===== src/rtl/cumsum_reverse_row_sequencer_if.sv =====
// Stream bundle for the reverse-cumsum row sequencer: row input, result output, status.
// A beat transfers on any rising clk edge where valid && ready; the sender holds valid, data and last stable until then.
interface cumsum_reverse_row_sequencer_if #(
    parameter int DATA_W = 32,
    parameter int ADDR_W = 6
);
    logic [ADDR_W:0]   cfg_len;
    logic              in_valid;
    logic              in_ready;
    logic [DATA_W-1:0] in_data;
    logic              out_valid;
    logic              out_ready;
    logic [DATA_W-1:0] out_data;
    logic              out_last;
    logic              busy;

    modport master (
        output cfg_len, in_valid, in_data, out_ready,
        input  in_ready, out_valid, out_data, out_last, busy
    );

    modport slave (
        input  cfg_len, in_valid, in_data, out_ready,
        output in_ready, out_valid, out_data, out_last, busy
    );
endinterface


===== src/rtl/cumsum_reverse_row_sequencer.sv =====
// Reverse cumulative sum over one buffered row: load forward, scan backward in place,
// then drain out[i] = x[i] + ... + x[len-1] in forward order.
module cumsum_reverse_row_sequencer #(
    parameter int DATA_W  = 32,
    parameter int MAX_LEN = 64,
    parameter int ADDR_W  = 6
) (
    input  logic clk,
    input  logic rst,
    cumsum_reverse_row_sequencer_if.slave bus
);
    localparam int LW = ADDR_W + 1;
    localparam logic [ADDR_W:0] LEN_MAX = LW'(MAX_LEN);
    localparam logic [ADDR_W:0] LEN_ONE = LW'(1);

    typedef enum logic [1:0] {
        IDLE  = 2'd0,
        LOAD  = 2'd1,
        SCAN  = 2'd2,
        DRAIN = 2'd3
    } state_t;

    state_t            state;
    logic [ADDR_W:0]   len;
    logic [ADDR_W-1:0] wr_idx;
    logic [ADDR_W-1:0] idx;
    logic [ADDR_W-1:0] rd_idx;
    logic [DATA_W-1:0] acc;
    logic [DATA_W-1:0] mem [MAX_LEN];

    logic              in_ready_r;
    logic              out_valid_r;
    logic [DATA_W-1:0] out_data_r;
    logic              out_last_r;
    logic              busy_r;

    logic [ADDR_W:0]   eff_len;
    logic [ADDR_W:0]   len_m1;
    logic [ADDR_W-1:0] rd_nxt;
    logic [DATA_W-1:0] scan_sum;
    logic              accept;
    logic              out_hs;
    logic              wr_en;
    logic [ADDR_W-1:0] wr_addr;
    logic [DATA_W-1:0] wr_data;

    assign bus.in_ready  = in_ready_r;
    assign bus.out_valid = out_valid_r;
    assign bus.out_data  = out_data_r;
    assign bus.out_last  = out_last_r;
    assign bus.busy      = busy_r;

    always_comb begin
        eff_len  = bus.cfg_len;
        if (bus.cfg_len == '0 || bus.cfg_len > LEN_MAX) begin
            eff_len = LEN_MAX;
        end
        len_m1   = len - LEN_ONE;
        rd_nxt   = rd_idx + ADDR_W'(1);
        scan_sum = acc + mem[idx];
        accept   = bus.in_valid && in_ready_r;
        out_hs   = out_valid_r && bus.out_ready;
    end

    // One buffer write port shared by loading (forward) and scanning (backward, in place).
    always_comb begin
        wr_en   = 1'b0;
        wr_addr = '0;
        wr_data = bus.in_data;
        case (state)
            IDLE: begin
                wr_en   = accept;
                wr_addr = '0;
            end
            LOAD: begin
                wr_en   = accept;
                wr_addr = wr_idx;
            end
            SCAN: begin
                wr_en   = 1'b1;
                wr_addr = idx;
                wr_data = scan_sum;
            end
            default: wr_en = 1'b0;
        endcase
    end

    always_ff @(posedge clk) begin
        if (wr_en) begin
            mem[wr_addr] <= wr_data;
        end
    end

    always_ff @(posedge clk or posedge rst) begin
        if (rst) begin
            state       <= IDLE;
            len         <= '0;
            wr_idx      <= '0;
            idx         <= '0;
            rd_idx      <= '0;
            acc         <= '0;
            in_ready_r  <= 1'b0;
            out_valid_r <= 1'b0;
            out_data_r  <= '0;
            out_last_r  <= 1'b0;
            busy_r      <= 1'b0;
        end else begin
            case (state)
                IDLE: begin
                    in_ready_r <= 1'b1;
                    if (accept) begin
                        len    <= eff_len;
                        wr_idx <= ADDR_W'(1);
                        busy_r <= 1'b1;
                        if (eff_len == LEN_ONE) begin
                            state      <= SCAN;
                            in_ready_r <= 1'b0;
                            idx        <= '0;
                            acc        <= '0;
                        end else begin
                            state <= LOAD;
                        end
                    end
                end
                LOAD: begin
                    if (accept) begin
                        wr_idx <= wr_idx + ADDR_W'(1);
                        if ({1'b0, wr_idx} == len_m1) begin
                            state      <= SCAN;
                            in_ready_r <= 1'b0;
                            idx        <= len_m1[ADDR_W-1:0];
                            acc        <= '0;
                        end
                    end
                end
                SCAN: begin
                    acc <= scan_sum;
                    if (idx == '0) begin
                        // out[0] is the final sum itself, so present it without a buffer read.
                        state       <= DRAIN;
                        rd_idx      <= '0;
                        out_valid_r <= 1'b1;
                        out_data_r  <= scan_sum;
                        out_last_r  <= (len == LEN_ONE);
                    end else begin
                        idx <= idx - ADDR_W'(1);
                    end
                end
                DRAIN: begin
                    if (out_hs) begin
                        if (out_last_r) begin
                            state       <= IDLE;
                            out_valid_r <= 1'b0;
                            out_last_r  <= 1'b0;
                            busy_r      <= 1'b0;
                            in_ready_r  <= 1'b1;
                        end else begin
                            rd_idx     <= rd_nxt;
                            out_data_r <= mem[rd_nxt];
                            out_last_r <= ({1'b0, rd_nxt} == len_m1);
                        end
                    end
                end
                default: state <= IDLE;
            endcase
        end
    end
endmodule


===== src/flat_wrapper.sv =====
// flat-port wrapper written by rule: the top's interface ports become plain ports
module cumsum_reverse_row_sequencer_flat 
#(
    parameter int DATA_W  = 32,
    parameter int MAX_LEN = 64,
    parameter int ADDR_W  = 6
)
  (clk, rst, bus_cfg_len, bus_in_valid, bus_in_data, bus_out_ready, bus_in_ready, bus_out_valid, bus_out_data, bus_out_last, bus_busy);
  cumsum_reverse_row_sequencer_if #(.DATA_W(DATA_W), .ADDR_W(ADDR_W)) bus_i ();
  input  logic clk;
  input  logic rst;
  input wire logic [$bits(bus_i.cfg_len)-1:0] bus_cfg_len;
  input wire logic [$bits(bus_i.in_valid)-1:0] bus_in_valid;
  input wire logic [$bits(bus_i.in_data)-1:0] bus_in_data;
  input wire logic [$bits(bus_i.out_ready)-1:0] bus_out_ready;
  output wire logic [$bits(bus_i.in_ready)-1:0] bus_in_ready;
  output wire logic [$bits(bus_i.out_valid)-1:0] bus_out_valid;
  output wire logic [$bits(bus_i.out_data)-1:0] bus_out_data;
  output wire logic [$bits(bus_i.out_last)-1:0] bus_out_last;
  output wire logic [$bits(bus_i.busy)-1:0] bus_busy;
  assign bus_i.cfg_len = bus_cfg_len;
  assign bus_i.in_valid = bus_in_valid;
  assign bus_i.in_data = bus_in_data;
  assign bus_i.out_ready = bus_out_ready;
  assign bus_in_ready = bus_i.in_ready;
  assign bus_out_valid = bus_i.out_valid;
  assign bus_out_data = bus_i.out_data;
  assign bus_out_last = bus_i.out_last;
  assign bus_busy = bus_i.busy;
  cumsum_reverse_row_sequencer #(.DATA_W(DATA_W), .MAX_LEN(MAX_LEN), .ADDR_W(ADDR_W)) u_core (.clk(clk), .rst(rst), .bus(bus_i));
endmodule

===== config.mk =====
export PLATFORM = sky130hd
export DESIGN_NAME = cumsum_reverse_row_sequencer_flat
export DESIGN_NICKNAME = d
export VERILOG_FILES = /design/src/rtl/cumsum_reverse_row_sequencer_if.sv /design/src/rtl/cumsum_reverse_row_sequencer.sv /design/src/flat_wrapper.sv
export SDC_FILE = /design/constraint.sdc
export NUM_CORES = 2
export LEC_CHECK = 0
export ABC_AREA = 1
export CELL_PAD_IN_SITES_DETAIL_PLACEMENT = 0
export CELL_PAD_IN_SITES_GLOBAL_PLACEMENT = 2
export CORE_MARGIN = 2
export CORE_UTILIZATION = 40
export DETAILED_ROUTE_END_ITERATION = 6
export PLACE_DENSITY_LB_ADDON = 0.1
export SLEW_MARGIN = 25
export SYNTH_ARGS = -nofsm -noshare
export SYNTH_HDL_FRONTEND = slang
export SYNTH_SLANG_ARGS = --single-unit

===== constraint.sdc =====
create_clock -name clk -period 18.51 [get_ports clk]
set_clock_uncertainty 0.1 [all_clocks]
set_input_delay 3.702 -clock clk [delete_from_list [all_inputs] [get_ports clk]]
set_output_delay 3.702 -clock clk [all_outputs]
set_load 0.02 [all_outputs]

==> flow_metrics.py <==
metrics = {
    "status": {
        "status": "complete, no violations",
    },
    "synthesis": {
        "ys_ff_latch": 2143,
        "avgSynthCellArea_sq_um": 9.657,
        "synth_cell_types": 54,
        "synth_cells": 11010,
        "ys_warn_count": 0,
        "yosysSeqAreaShare_pct": 60.09,
        "synthArstFlopShare_pct": 4.433,
        "syn_nets": 11090,
        "synth-edff-count": 2048,
        "synthFlopType": "edfxtp_1",
        "syn-cell-area_sq_um": 106300,
    },
    "setup_path": {
        "cp-start-kind": "flip-flop",
        "crit_arrival_ns": 8.87,
        "max_stage_delay_ns": 0.75,
        "cpMostUsedCell": "buf_4",
        "reg2reg_depth": 20,
        "cp-end-kind": "flip-flop",
        "reg2reg_from": "u_core.idx[0]",
        "worstPathRequired_ns": 19.09,
        "crit_end": "u_core.mem[45][23]",
        "slowest_stage": "buf_4",
        "crit_start": "u_core.idx[0]",
        "r2r_slack_ns": 10.22,
        "path_max_fanout": 111,
        "timing.rr.end": "u_core.mem[45][23]",
        "path_cells": "inv_8 > buf_4 > buf_4 > buf_4 > buf_4 > o21ai_0 > o211ai_1 > o211ai_1 > a31oi_1 > a22o_1 > ha_1 > a21oi_1 > o21ai_0 > a21oi_1 > nand2_1 > a21oi_1 > xnor2_1 > nand2_1 > nand2_2 > buf_4",
        "critPathKind": "reg2reg",
    },
    "clocking": {
        "cts_buffers": 247,
        "cts_hold_buffers": 0,
        "clk_latency_ns": 0.94,
        "ctsResizeCount": 0,
        "clk_pin_slew_ns": 0.06,
        "h-tree-depth": 4,
        "post_cts_buffers": 0,
        "clockRootBuffer": "clkbuf_16",
        "clock_sinks": 2143,
        "cts_tree": "built",
        "cts.path.max_buffers": 4,
    },
    "sta": {
        "rsz0062_at_grt": "no",
        "final-setup-viol-count": 0,
        "holdWs_ns": 0.3822,
        "worst_slew_pin_slew_ns": 1.156,
        "slew_headroom_pct": 22.57,
        "period_needed_ns": 8.289,
        "finalCritPeriodShare_pct": 44.78,
        "drv_slew": 0,
        "fin_tns_setup_ns": 0,
        "final-hold-violation-count": 0,
        "fmax_mhz": 120.6,
    },
    "cells_and_area": {
        "synthToLayoutAreaGrowth_pct": 11.23,
        "fin_util_pct": 44.64,
        "final.fill_count": 24960,
        "seq_area_sq_um": 63900,
        "multi_input_area_sq_um": 37290,
        "drive_gt1_share_pct": 7.138,
        "final_nets": 10760,
        "fin_cells": 14410,
    },
    "die": {
        "rows": 189,
        "die_y_um": 519.5,
        "io_pins": 79,
        "die-width_um": 519.5,
        "coreArea_sq_um": 264900,
        "die-area_sq_um": 269900,
        "initial_core_util_pct": 40.13,
    },
    "route": {
        "drt_wl_total_um": 475800,
        "drc_errors": 0,
        "antenna_left": 0,
        "wl_per_cell_um": 33.02,
        "via_per_inst": 6.408,
        "num_vias": 92330,
        "firstDrtPassIters": 7,
        "drtIter0Drc": 13880,
    },
    "power_and_ir_drop": {
        "power_density_nw_per_um2": 163.6,
        "peakVddDrop_uv": 137.2,
        "p_leak_nw": 39.71,
    },
    "global_route": {
        "grt_max_degree": 199,
        "grt-ovfl-total": 0,
        "grt_pass1_vias": 85110,
        "grt_use_total_pct": 33.97,
        "antenna_found_initial": 27,
        "grt_pass1_wl_um": 656300,
    },
    "place": {
        "port_buffers": 78,
        "place_congestion": 0.8813,
        "dp.cells": 13960,
        "dpl.hpwl_um": 255100,
    },
    "run": {
        "cap_violations": 0,
    },
    "hold_path": {
        "hold_path.class": "reg2reg",
    },
}
## kinds of logic after synthesis
kind of cell | synth area share (%)
AOI/OAI and AO/OA | 20.66
DFF | 60.09
and+or+nand+nor | 12.85
xor gates and xnor gates | 0.3519
buffers and inverters | 5.531
adders and majority gates | 0.5132
## critical path, delay by kind of cell, from the launching register on
kind | cells | cell delay (ns)
AND/OR/NAND/NOR | 3 | 0.85
buffers and inverters | 6 | 3.70
adder cells (fa/ha/maj) | 1 | 0.31
AO/OA/AOI/OAI | 9 | 1.92
XOR/XNOR | 1 | 0.17
flip-flops | 1 | 0.70
## report_power, final
group	internal, mW	leakage, nW	switching, mW
clock	2.79	3.84	2.05
combinational	1.83	16.2	6.10
sequential	6.37	19.7	0.200
total	11.0	39.7	8.35
## metrics by stage
step / power, mW / worst slack [ns] / area, sq um
floorplan: 11.09 / 11.96 / 106300
global placement: 14.31 / 10.39 / 110300
detailed placement: 14.34 / 10.49 / 110400
CTS: 19.15 / 10.47 / 118200
global route: 20.07 / 9.925 / 118200
finish: 19.34 / 10.22 / 118200
## cell usage in the layout, fill, tap and decap left out, types with 5 or more instances in the layout
| cell | count |
|---|---|
| inv_6 | 7 |
| xnor2_1 | 13 |
| clkinv_1 | 32 |
| dfrtp_1 | 88 |
| inv_8 | 6 |
| nand3b_1 | 8 |
| bufinv_16 | 19 |
| nand2_4 | 9 |
| o21ai_0 | 2358 |
| nor2_1 | 1457 |
| o21ai_1 | 90 |
| inv_1 | 477 |
| o221ai_1 | 137 |
| dfrtp_4 | 7 |
| o22ai_1 | 283 |
| edfxtp_1 | 2048 |
| nand3_1 | 760 |
| clkbuf_16 | 249 |
| xor2_1 | 23 |
| clkinv_2 | 47 |
| a21oi_1 | 811 |
| o21ai_2 | 35 |
| o211ai_1 | 213 |
| nand4_1 | 11 |
| nor3_1 | 15 |
| inv_2 | 7 |
| nand2_1 | 983 |
| a2bb2oi_1 | 7 |
| ha_1 | 40 |
| buf_12 | 17 |
| a31oi_1 | 44 |
| nor2_4 | 65 |
| or2_2 | 5 |
| inv_4 | 5 |
| a22o_1 | 24 |
| nand2_2 | 24 |
| clkbuf_8 | 19 |
| clkdlybuf4s50_1 | 78 |
| buf_4 | 226 |
| clkbuf_1 | 70 |
## routing by layer
| metal | part of all wire [%] | track usage (%) | up-vias |
|---|---|---|---|
| li1 | - | - | 39150 |
| met1 | 42 | 48.68 | 46230 |
| met2 | 43 | 50.67 | 6013 |
| met3 | 12 | 7.757 | 933 |
| met4 | 3.6 | 11.45 | 2 |
| met5 | 0.0015 | 0 | - |
## final cells by class
type / count / area share (%)
multi-input cells: 7462 / 31.54
well taps: 3533 / 3.739
inverters: 498 / 1.639
repair buffers: 324 / 2.439
clock buffers: 338 / 5.714
diodes: 3 / 0.006350
clock inverters: 107 / 0.8709
flip-flops and latches: 2143 / 54.05
## worst min-delay path by stage
stage	from	end	slack, ns	cells after the start
2_1_floorplan	u_core.acc[20]	u_core.acc[20]	0.35	2
3_3_place_gp	u_core.bus.out_data[31]	u_core.bus.out_data[31]	0.37	2
3_5_place_dp	u_core.acc[24]	u_core.acc[24]	0.37	2
4_1_cts	u_core.bus.out_data[31]	u_core.bus.out_data[31]	0.39	2
5_1_grt	u_core.acc[29]	u_core.acc[29]	0.41	2
6_report	u_core.bus.out_data[31]	u_core.bus.out_data[31]	0.38	2
## sequential cells by signal (all words and copies together), names as in the netlist
signal / cells
u_core.bus.out_data: 32
u_core.bus.busy: 1
u_core.acc: 32
u_core.bus.out_valid: 1
u_core.wr_idx: 6
u_core.idx: 6
u_core.mem: 2048
u_core.bus.in_ready: 1
u_core.state: 2
u_core.len: 7
u_core.bus.out_last: 1
u_core.rd_idx: 6
## synthesized netlist by cell type (4+ instances only)
library cell / number / share of area [%]
nand3_1: 760 / 3.6
a21o_1: 4 / 0.028
o21ai_0: 2363 / 11
nand2_2: 4 / 0.024
buf_6: 14 / 0.15
ha_1: 42 / 0.49
nor3_1: 15 / 0.071
nor2_1: 1523 / 5.4
o221ai_1: 137 / 1.1
clkbuf_1: 449 / 1.6
buf_1: 93 / 0.33
inv_2: 10 / 0.035
or2_2: 5 / 0.029
buf_2: 318 / 1.5
nand4_1: 11 / 0.065
a21oi_1: 811 / 3.8
xnor2_1: 13 / 0.11
inv_1: 485 / 1.7
o211ai_1: 213 / 1.5
dfrtp_1: 95 / 2.2
buf_4: 29 / 0.20
a2bb2oi_1: 7 / 0.058
xor2_1: 26 / 0.21
nand2_1: 1011 / 3.6
a31oi_1: 48 / 0.28
nand3b_1: 8 / 0.057
o22ai_1: 283 / 1.7
a22o_1: 24 / 0.20
o21ai_2: 35 / 0.29
o21ai_1: 89 / 0.42
edfxtp_1: 2048 / 58
No activity file was read; power rests on OpenSTA's default activity.
